==> config.mk <==
export PLATFORM = sky130hd
export DESIGN_NAME = hammer_swing_sequencer
export DESIGN_NICKNAME = d
export VERILOG_FILES = /design/src/rtl/hammer_swing_sequencer.sv
export SDC_FILE = /design/constraint.sdc
export NUM_CORES = 1
export LEC_CHECK = 0
export CAP_MARGIN = 40
export CELL_PAD_IN_SITES_DETAIL_PLACEMENT = 1
export CELL_PAD_IN_SITES_GLOBAL_PLACEMENT = 1
export CORE_ASPECT_RATIO = 0.7
export CORE_MARGIN = 10
export CORE_UTILIZATION = 35
export CTS_CLUSTER_SIZE = 16
export DETAILED_ROUTE_END_ITERATION = 8
export PLACE_DENSITY_LB_ADDON = 0.25
export SLEW_MARGIN = 20
export SYNTH_ARGS = -nofsm -noshare
export SYNTH_HDL_FRONTEND = slang
export SYNTH_SLANG_ARGS = --single-unit
==> constraint.sdc <==
create_clock -name frame_clk -period 5.75 [get_ports frame_clk]
set_clock_uncertainty 0.05 [all_clocks]
set_input_delay 1.15 -clock frame_clk [delete_from_list [all_inputs] [get_ports frame_clk]]
set_output_delay 1.15 -clock frame_clk [all_outputs]
set_load 0.05 [all_outputs]
==> src/rtl/hammer_swing_sequencer.sv <==
// Hammer-throw sprite sequencer: idle -> circular swing -> keyed ballistic flight -> landing hold.
// Optional `define SWING_ACCEL_EN shortens the step period and strengthens the throw each revolution.
module hammer_swing_sequencer #(
    parameter int         CENTER_X    = 320,
    parameter int         CENTER_Y    = 240,
    parameter int         STEP_FRAMES = 4,
    parameter int         HOLD_FRAMES = 60,
    parameter int         X_MIN       = 0,
    parameter int         X_MAX       = 639,
    parameter int         Y_MIN       = 0,
    parameter int         Y_MAX       = 479,
    parameter logic [7:0] KEY_THROW   = 8'h2C,
    parameter logic [7:0] KEY_ABORT   = 8'h29
) (
    input  logic       Reset,
    input  logic       frame_clk,
    input  logic [7:0] keycode,
    output logic [9:0] sprite_x,
    output logic [9:0] sprite_y,
    output logic [1:0] state,
    output logic [3:0] angle_idx,
    output logic [7:0] throws
);

    localparam int CNT_MAX = (STEP_FRAMES > HOLD_FRAMES) ? STEP_FRAMES : HOLD_FRAMES;
    localparam int CW      = $clog2(CNT_MAX + 1);

    typedef logic signed [10:0] s11_t;
    typedef enum logic [1:0] {
        IDLE   = 2'd0,
        SWING  = 2'd1,
        FLIGHT = 2'd2,
        LANDED = 2'd3
    } state_t;

    localparam logic [9:0]    CX10      = 10'(CENTER_X);
    localparam logic [9:0]    CY10      = 10'(CENTER_Y);
    localparam logic [9:0]    REST_X    = 10'(CENTER_X + 70);
    localparam logic [9:0]    REST_Y    = 10'(CENTER_Y);
    localparam s11_t          XMIN_S    = s11_t'(X_MIN);
    localparam s11_t          XMAX_S    = s11_t'(X_MAX);
    localparam s11_t          YMIN_S    = s11_t'(Y_MIN);
    localparam s11_t          YMAX_S    = s11_t'(Y_MAX);
    localparam logic [CW-1:0] HOLD_LAST = CW'(HOLD_FRAMES - 1);
`ifndef SWING_ACCEL_EN
    localparam logic [CW-1:0] STEP_LAST = CW'(STEP_FRAMES - 1);
`endif

    // Radius-70 circle sampled every 22.5 degrees; Y is X rotated a quarter turn.
    function automatic s11_t off_x(input logic [3:0] k);
        case (k)
            4'd0:    return 11'sd70;
            4'd1:    return 11'sd65;
            4'd2:    return 11'sd49;
            4'd3:    return 11'sd27;
            4'd4:    return 11'sd0;
            4'd5:    return -11'sd27;
            4'd6:    return -11'sd49;
            4'd7:    return -11'sd65;
            4'd8:    return -11'sd70;
            4'd9:    return -11'sd65;
            4'd10:   return -11'sd49;
            4'd11:   return -11'sd27;
            4'd12:   return 11'sd0;
            4'd13:   return 11'sd27;
            4'd14:   return 11'sd49;
            default: return 11'sd65;
        endcase
    endfunction

    function automatic s11_t off_y(input logic [3:0] k);
        return -off_x(k + 4'd12);
    endfunction

    state_t        state_q;
    logic [7:0]    key_prev;
    logic [CW-1:0] frame_cnt;
    s11_t          vx, vy;
    logic          throw_ev, abort_ev, step_tick;
    s11_t          rel_ox, rel_oy, neg_ox, rel_vx, rel_vy;
    logic [9:0]    swing_x, swing_y;
    s11_t          nx, ny;
    logic [9:0]    flight_x, flight_y;
    logic          land;
`ifdef SWING_ACCEL_EN
    logic [CW-1:0] step_period;
    logic [1:0]    revs;
`endif

    assign throw_ev = (keycode == KEY_THROW) && (key_prev != KEY_THROW);
    assign abort_ev = (keycode == KEY_ABORT) && (key_prev != KEY_ABORT);
    assign state    = state_q;

    always_comb begin
        rel_ox  = off_x(angle_idx);
        rel_oy  = off_y(angle_idx);
        neg_ox  = -rel_ox;
        // Pixel sums wrap mod 1024; every on-screen result fits, so the top bit is never needed.
        swing_x = CX10 + rel_ox[9:0];
        swing_y = CY10 + rel_oy[9:0];
`ifdef SWING_ACCEL_EN
        step_tick = (frame_cnt == step_period - CW'(1));
        rel_vx    = rel_oy >>> (2'd3 - revs);
        rel_vy    = neg_ox >>> (2'd3 - revs);
`else
        step_tick = (frame_cnt == STEP_LAST);
        rel_vx    = rel_oy >>> 3;
        rel_vy    = neg_ox >>> 3;
`endif
        nx       = $signed({1'b0, sprite_x}) + vx;
        ny       = $signed({1'b0, sprite_y}) + vy;
        land     = 1'b0;
        flight_x = nx[9:0];
        flight_y = ny[9:0];
        if (nx < XMIN_S) begin
            flight_x = XMIN_S[9:0];
            land     = 1'b1;
        end else if (nx > XMAX_S) begin
            flight_x = XMAX_S[9:0];
            land     = 1'b1;
        end
        if (ny < YMIN_S) begin
            flight_y = YMIN_S[9:0];
            land     = 1'b1;
        end else if (ny > YMAX_S) begin
            flight_y = YMAX_S[9:0];
            land     = 1'b1;
        end
    end

    always_ff @(posedge frame_clk or posedge Reset) begin
        if (Reset) begin
            state_q     <= IDLE;
            key_prev    <= '0;
            frame_cnt   <= '0;
            vx          <= '0;
            vy          <= '0;
            angle_idx   <= '0;
            throws      <= '0;
            sprite_x    <= REST_X;
            sprite_y    <= REST_Y;
`ifdef SWING_ACCEL_EN
            step_period <= CW'(STEP_FRAMES);
            revs        <= '0;
`endif
        end else begin
            key_prev <= keycode;
            if (abort_ev) begin
                state_q   <= IDLE;
                angle_idx <= '0;
                sprite_x  <= REST_X;
                sprite_y  <= REST_Y;
            end else begin
                case (state_q)
                    IDLE: begin
                        angle_idx <= '0;
                        sprite_x  <= REST_X;
                        sprite_y  <= REST_Y;
                        if (throw_ev) begin
                            state_q   <= SWING;
                            frame_cnt <= '0;
`ifdef SWING_ACCEL_EN
                            step_period <= CW'(STEP_FRAMES);
                            revs        <= '0;
`endif
                        end
                    end
                    SWING: begin
                        if (throw_ev) begin
                            // Release freezes the sprite and skips any coinciding angle step.
                            vx      <= rel_vx;
                            vy      <= rel_vy;
                            state_q <= FLIGHT;
                        end else begin
                            sprite_x <= swing_x;
                            sprite_y <= swing_y;
                            if (step_tick) begin
                                angle_idx <= angle_idx + 4'd1;
                                frame_cnt <= '0;
`ifdef SWING_ACCEL_EN
                                if (angle_idx == 4'd15) begin
                                    if (step_period > CW'(1))
                                        step_period <= step_period - CW'(1);
                                    if (revs != 2'd2)
                                        revs <= revs + 2'd1;
                                end
`endif
                            end else begin
                                frame_cnt <= frame_cnt + CW'(1);
                            end
                        end
                    end
                    FLIGHT: begin
                        sprite_x <= flight_x;
                        sprite_y <= flight_y;
                        if (land) begin
                            state_q   <= LANDED;
                            frame_cnt <= '0;
                            throws    <= throws + 8'd1;
                        end
                    end
                    LANDED: begin
                        if (frame_cnt == HOLD_LAST) begin
                            state_q   <= IDLE;
                            angle_idx <= '0;
                            sprite_x  <= REST_X;
                            sprite_y  <= REST_Y;
                        end else begin
                            frame_cnt <= frame_cnt + CW'(1);
                        end
                    end
                    default: state_q <= IDLE;
                endcase
            end
        end
    end

endmodule

==> results of run 1 <==
sequential cells by signal, summed over array words and instances, names as in the netlist:
name and cells:
sprite_x 10, sprite_y 10, state 2, angle_idx 4, vx 8, frame_cnt 6, key_prev 8, throws 8
vy 8
cells in the mapped netlist (4+ instances only):
library cell,count,area (um2)
a211o_1,5,43.8
a211oi_1,9,67.6
a21o_1,12,90.1
a21oi_1,35,175
a221o_1,7,70.1
a31oi_1,6,37.5
clkbuf_1,12,45.0
dfrtp_1,56,1400
dfstp_2,8,210
ha_1,34,425
inv_1,21,78.8
mux2_2,6,67.6
mux2i_1,4,40.0
nand2_1,48,180
nand2b_1,8,50.1
nand3_1,15,75.1
nand4_1,5,31.3
nor2_1,37,139
nor2b_1,15,93.8
nor3_1,15,75.1
o211ai_1,6,45.0
o21a_1,6,45.0
o21ai_0,37,185
o21ai_1,5,25.0
o21bai_1,5,37.5
o31ai_1,4,30.0
or2_2,4,25.0
or3_1,4,25.0
xnor2_1,16,140
xor2_1,13,114
stage by stage:
step / util [%] / instances / total power [mW] / worst slack, ns / area, um2
finish: 42.4 / 738 / 3.16 / 1.99 / 5550
floorplan: - / 523 / 2.01 / 2.26 / 4650
detailed placement: 40.1 / 721 / 2.63 / 1.84 / 5260
global route: 42.4 / 738 / 3.39 / 1.71 / 5550
CTS: 42.3 / 737 / 3.16 / 1.98 / 5540
global placement: 40.1 / 720 / 2.57 / 2.00 / 5250
logic make-up (layout without fill, tap and decap cells):
logic type	count (synthesis)	after routing	synth area share (%)
AOI/OAI and AO/OA	163	163	23.7
muxes	10	10	2.31
and+or+nand+nor	183	183	20.6
buffers and inverters	38	87	3.26
adders and majority gates	36	36	10.0
xor gates and xnor gates	29	29	5.46
DFF	64	64	34.7
metal layers:
metal | vias up | wire length (um) | global-route usage, %
li1 | 2022 | - | -
met1 | 2041 | 7430 | 23.7
met2 | 68 | 6450 | 24.9
met3 | 16 | 716 | 3.16
met4 | 0 | 129 | 3.29
met5 | - | 0 | 0
report_power, final:
group	total (mW)	switching [mW]	internal [mW]
sequential	0.708	0.131	0.578
clock	0.523	0.219	0.304
combinational	1.93	1.26	0.677
final cells by class:
| type | count | area (um2) |
|---|---|---|
| clock buffer | 10 | 239 |
| clock inverter | 6 | 42.5 |
| fill | 1506 | 7540 |
| inverter | 22 | 82.6 |
| multi-input combinational | 421 | 2890 |
| sequential | 64 | 1610 |
| tap | 166 | 208 |
| timing repair buffer | 49 | 480 |
path summary, 6_finish.rpt:
kind,from,end,cells past startpoint
worst max-delay path,sprite_y[1],throws[1],8
worst min register to register,throws[7],throws[7],1
worst min-delay path,throws[7],throws[7],1
min in group asynchronous,Reset,key_prev[1],2
worst max register to register,sprite_y[1],throws[1],8
max in group asynchronous,Reset,sprite_x[8],3
==> results.sh, run 1 <==
export IMPL_status="complete, no violations"
export IMPL_drc=0
export IMPL_p_per_area_nw_per_um2=570
export IMPL_grt_pass1_vias=4295
export IMPL_synth_edff_count=0
export IMPL_clockBufferDepth=2
export IMPL_ys_ff_latch=64
export IMPL_setup_worst_path_start_class="flop"
export IMPL_cp_data_required_time_ns=5.92
export IMPL_drtAntennaViolNets=0
export IMPL_most_common_layout_cells="dfrtp_1 (56), nand2_1 (48), clkdlybuf4s50_1 (43), o21ai_0 (37), nor2_1 (37)"
export IMPL_cp_arrival_ns=3.93
export IMPL_synth_area_um2=4650
export IMPL_coreArea_um2=13100
export IMPL_ys_async_sr_fraction_pct=100
export IMPL_die_area_um2=18400
export IMPL_nets=613
export IMPL_placement_rows=35
export IMPL_htree_levels=3
export IMPL_root_buffer="clkbuf_16"
export IMPL_gr_usage_all_layers_pct=16.4
export IMPL_final_common_cell="dfrtp_1"
export IMPL_cts_tree="built"
export IMPL_io_pins=44
export IMPL_wl_per_cell_um=20.0
export IMPL_cts_resized=0
export IMPL_drv_cap=0
export IMPL_end_kind="flop"
export IMPL_cts_setup_buffers=0
export IMPL_hold_buffers=0
export IMPL_critPathKind="flop to flop"
export IMPL_syn_inst=523
export IMPL_hp_class="flop to flop"
export IMPL_postSynthAreaPerCell_um2=8.89
export IMPL_die_w_um=158
export IMPL_dp_hpwl_mm=11.5
export IMPL_wl_mm=14.7
export IMPL_antenna_found_initial=0
export IMPL_dr_total_vias=4147
export IMPL_gp_congestion=0.880
export IMPL_vdd_drop_max_mv=0.211
export IMPL_drt_first_pass_iters=4
export IMPL_numPortBuffers=43
export IMPL_slowest_stage="nor4b_1"
export IMPL_tns_ns=0
export IMPL_max_freq_mhz=266
export IMPL_grt_pass1_wl_mm=23.8
export IMPL_numCtsBuffers=9
export IMPL_path_cells="ha_1 > a211o_1 > a211oi_1 > o32ai_1 > nor4b_1 > a31oi_1 > a41oi_2 > mux2_2"
export IMPL_ys_seq_area_share_pct=34.7
export IMPL_initial_core_util_pct=35.5
export IMPL_rsz0062_at_grt="no"
export IMPL_yosys_warnings=0
export IMPL_clkSinkCount=64
export IMPL_diodes=0
export IMPL_grt_overflow_total=0
export IMPL_first_iter_violations=264
export IMPL_crit_family="compound AO/OA/AOI/OAI gates"
export IMPL_die_h_um=116
export IMPL_area_growth_pct=19.4
export IMPL_synth_cell_types=70
export IMPL_setup_viol=0
export IMPL_critPathMaxFanout=6
export IMPL_p_leak_nw=2.43
export IMPL_min_period_ns=3.76
export IMPL_slowest_delay_ns=0.56
export IMPL_synth_nets=569
export IMPL_slew_headroom_pct=39.8
export IMPL_synth_ff_type="dfrtp_1"
export IMPL_hold_viol=0
export IMPL_worstMarginPinSlew_ns=0.894
export IMPL_drv_slew=0
export IMPL_grt_max_degree=39
export IMPL_clock_latency_ns=0.34
export IMPL_clk_pin_slew_ns=0.06
export IMPL_critPathBufInv=0
export IMPL_avgViaCountPerCell=5.62
export IMPL_drive_above_1_share_pct=8.92
export IMPL_fin_crit_sh_pct=65.4
export IMPL_holdWs_ns=0.424
export IMPL_reg2reg_slack_ns=1.99
(Power assumes the default switching activity.)
==> inputs of run 2 (changes only) <==
==> constraint.sdc (replaced) <==
create_clock -name frame_clk -period 3.9 [get_ports frame_clk]
set_clock_uncertainty 0.05 [all_clocks]
set_input_delay 0.78 -clock frame_clk [delete_from_list [all_inputs] [get_ports frame_clk]]
set_output_delay 0.78 -clock frame_clk [all_outputs]
set_load 0.05 [all_outputs]
==> results.sh, run 2 (synthesis results as in run 1) <==
export IMPL_status="complete, no violations"
export IMPL_setup_viol=0
export IMPL_drtAntennaViolNets=0
export IMPL_dr_total_vias=4256
export IMPL_vdd_drop_max_mv=0.358
export IMPL_reg_top3="sprite_x (10), sprite_y (10)"
export IMPL_seqPwrFrac_pct=21.5
export IMPL_drive_above_1_share_pct=9.55
export IMPL_die_area_um2=18400
export IMPL_die_h_um=116
export IMPL_antenna_found_initial=0
export IMPL_numCtsBuffers=9
export IMPL_setup_worst_path_start_class="flop"
export IMPL_internal_power_mw=2.43
export IMPL_grt_pass1_wl_mm=24.7
export IMPL_final_common_cell="dfrtp_1"
export IMPL_area_growth_pct=20.7
export IMPL_dp_hpwl_mm=11.6
export IMPL_critPathLaunch="sprite_x[1]"
export IMPL_gr_usage_all_layers_pct=16.9
export IMPL_cp_arrival_ns=3.63
export IMPL_grt_max_degree=35
export IMPL_r2r_start="sprite_x[1]"
export IMPL_critPathMaxFanout=12
export IMPL_initial_core_util_pct=35.5
export IMPL_cts_setup_buffers=0
export IMPL_grt_overflow_total=0
export IMPL_cts_resized=0
export IMPL_most_common_layout_cells="dfrtp_1 (56), nand2_1 (48), clkdlybuf4s50_1 (43), o21ai_0 (37), nor2_1 (37)"
export IMPL_drv_slew=0
export IMPL_worstHoldEndpoint="throws[7]"
export IMPL_critPathKind="flop to flop"
export IMPL_nets=617
export IMPL_wl_mm=15.0
export IMPL_r2r_cells=12
export IMPL_reg2reg_slack_ns=0.41
export IMPL_rsz0062_at_grt="no"
export IMPL_hold_viol=0
export IMPL_coreArea_um2=13100
export IMPL_clock_latency_ns=0.33
export IMPL_total_power_mw=4.79
export IMPL_cts_tree="built"
export IMPL_root_buffer="clkbuf_16"
export IMPL_drc=0
export IMPL_max_freq_mhz=286
export IMPL_slew_headroom_pct=49.3
export IMPL_clkSinkCount=64
export IMPL_clockBufferDepth=2
export IMPL_p_leak_nw=2.47
export IMPL_htree_levels=3
export IMPL_avgViaCountPerCell=5.74
export IMPL_end_kind="flop"
export IMPL_gp_congestion=0.868
export IMPL_diodes=0
export IMPL_hp_class="flop to flop"
export IMPL_p_switching_mw=2.36
export IMPL_numPortBuffers=43
export IMPL_first_iter_violations=256
export IMPL_placement_rows=35
export IMPL_grt_pass1_vias=4500
export IMPL_clkPwrFrac_pct=18.4
export IMPL_min_period_ns=3.49
export IMPL_p_sw_share_pct=49.2
export IMPL_holdWs_ns=0.415
export IMPL_wl_per_cell_um=20.2
export IMPL_worstMarginPinSlew_ns=0.752
export IMPL_die_w_um=158
export IMPL_drv_cap=0
export IMPL_tns_ns=0
export IMPL_fin_crit_sh_pct=89.5
export IMPL_io_pins=44
export IMPL_r2r_end="frame_cnt[4]"
export IMPL_utilization_pct=42.9
export IMPL_cp_data_required_time_ns=4.04
export IMPL_whs_path_depth=1
export IMPL_final_area_um2=5610
export IMPL_min_delay_start="throws[7]"
export IMPL_clk_pin_slew_ns=0.06
export IMPL_drt_first_pass_iters=7
export IMPL_p_per_area_nw_per_um2=854
export IMPL_hold_buffers=0
export IMPL_pwr_share_comb_pct=60.1
export IMPL_dpl_cell_area_um2=5290
==> run 2: worst max-delay path by stage <==
| stage | endpoint | slack, ns | depth (start not counted) |
|---|---|---|---|
| detailed placement | frame_cnt[4] | 0.28 | 11 |
| finish | frame_cnt[4] | 0.41 | 12 |
| CTS | frame_cnt[4] | 0.25 | 11 |
| global route | frame_cnt[4] | 0.11 | 12 |
| floorplan | frame_cnt[0] | 0.41 | 13 |
| global placement | frame_cnt[4] | 0.39 | 11 |
==> run 2: routing by layer <==
metal | routed length [um] | track usage [%] | vias to the layer above
li1 | - | - | 2023
met1 | 7560 | 24.0 | 2155
met2 | 6720 | 26.1 | 71
met3 | 594 | 3.46 | 7
met4 | 97 | 2.98 | 0
met5 | 0 | 0 | -
==> run 2: cell type report <==
| type | instances | area, um2 |
|---|---|---|
| flip-flops and latches | 64 | 1610 |
| repair buffers | 53 | 503 |
| well taps | 166 | 208 |
| inverters | 22 | 82.6 |
| fillers | 1504 | 7480 |
| multi-input cells | 421 | 2890 |
| clock buffers | 9 | 225 |
| clock inverters | 7 | 95.1 |
==> run 2: power groups by stage <==
stage | Clock [mW] | Sequential (mW) | Combinational (mW)
detailed placement | 0 | 1.04 | 2.84
global placement | 0 | 1.03 | 2.78
floorplan | 0 | 1.36 | 1.60
global route | 0.929 | 1.06 | 3.14
finish | 0.882 | 1.03 | 2.88
CTS | 0.890 | 1.03 | 2.87
==> run 2: critical path, cell delays in order (launching register included) <==
cell and delay (ns):
dfstp_2 0.56, inv_1 0.06, fa_1 0.46, nor2b_1 0.17, o211ai_1 0.16, a21o_1 0.22, a221oi_1 0.45, a211oi_1 0.17
clkbuf_2 0.20, o41ai_2 0.39, buf_4 0.24, or4_1 0.13, o211ai_1 0.08
==> run 2: per-stage QoR <==
| step | cells | worst slack (ns) |
|---|---|---|
| finish | 742 | 0.409 |
| global route | 742 | 0.115 |
| CTS | 741 | 0.254 |
| detailed placement | 725 | 0.281 |
| global placement | 725 | 0.394 |
| floorplan | 523 | 0.413 |
==> inputs of run 3 (changes only) <==
--- a/config.mk
+++ b/config.mk
@@ -11,6 +11,7 @@
 export CORE_ASPECT_RATIO = 0.7
 export CORE_MARGIN = 10
 export CORE_UTILIZATION = 35
+export CTS_CLUSTER_DIAMETER = 40
 export CTS_CLUSTER_SIZE = 16
 export DETAILED_ROUTE_END_ITERATION = 8
 export PLACE_DENSITY_LB_ADDON = 0.25
==> results of run 3 <==
Final layout, timing and power as in run 2 (identical DEF).
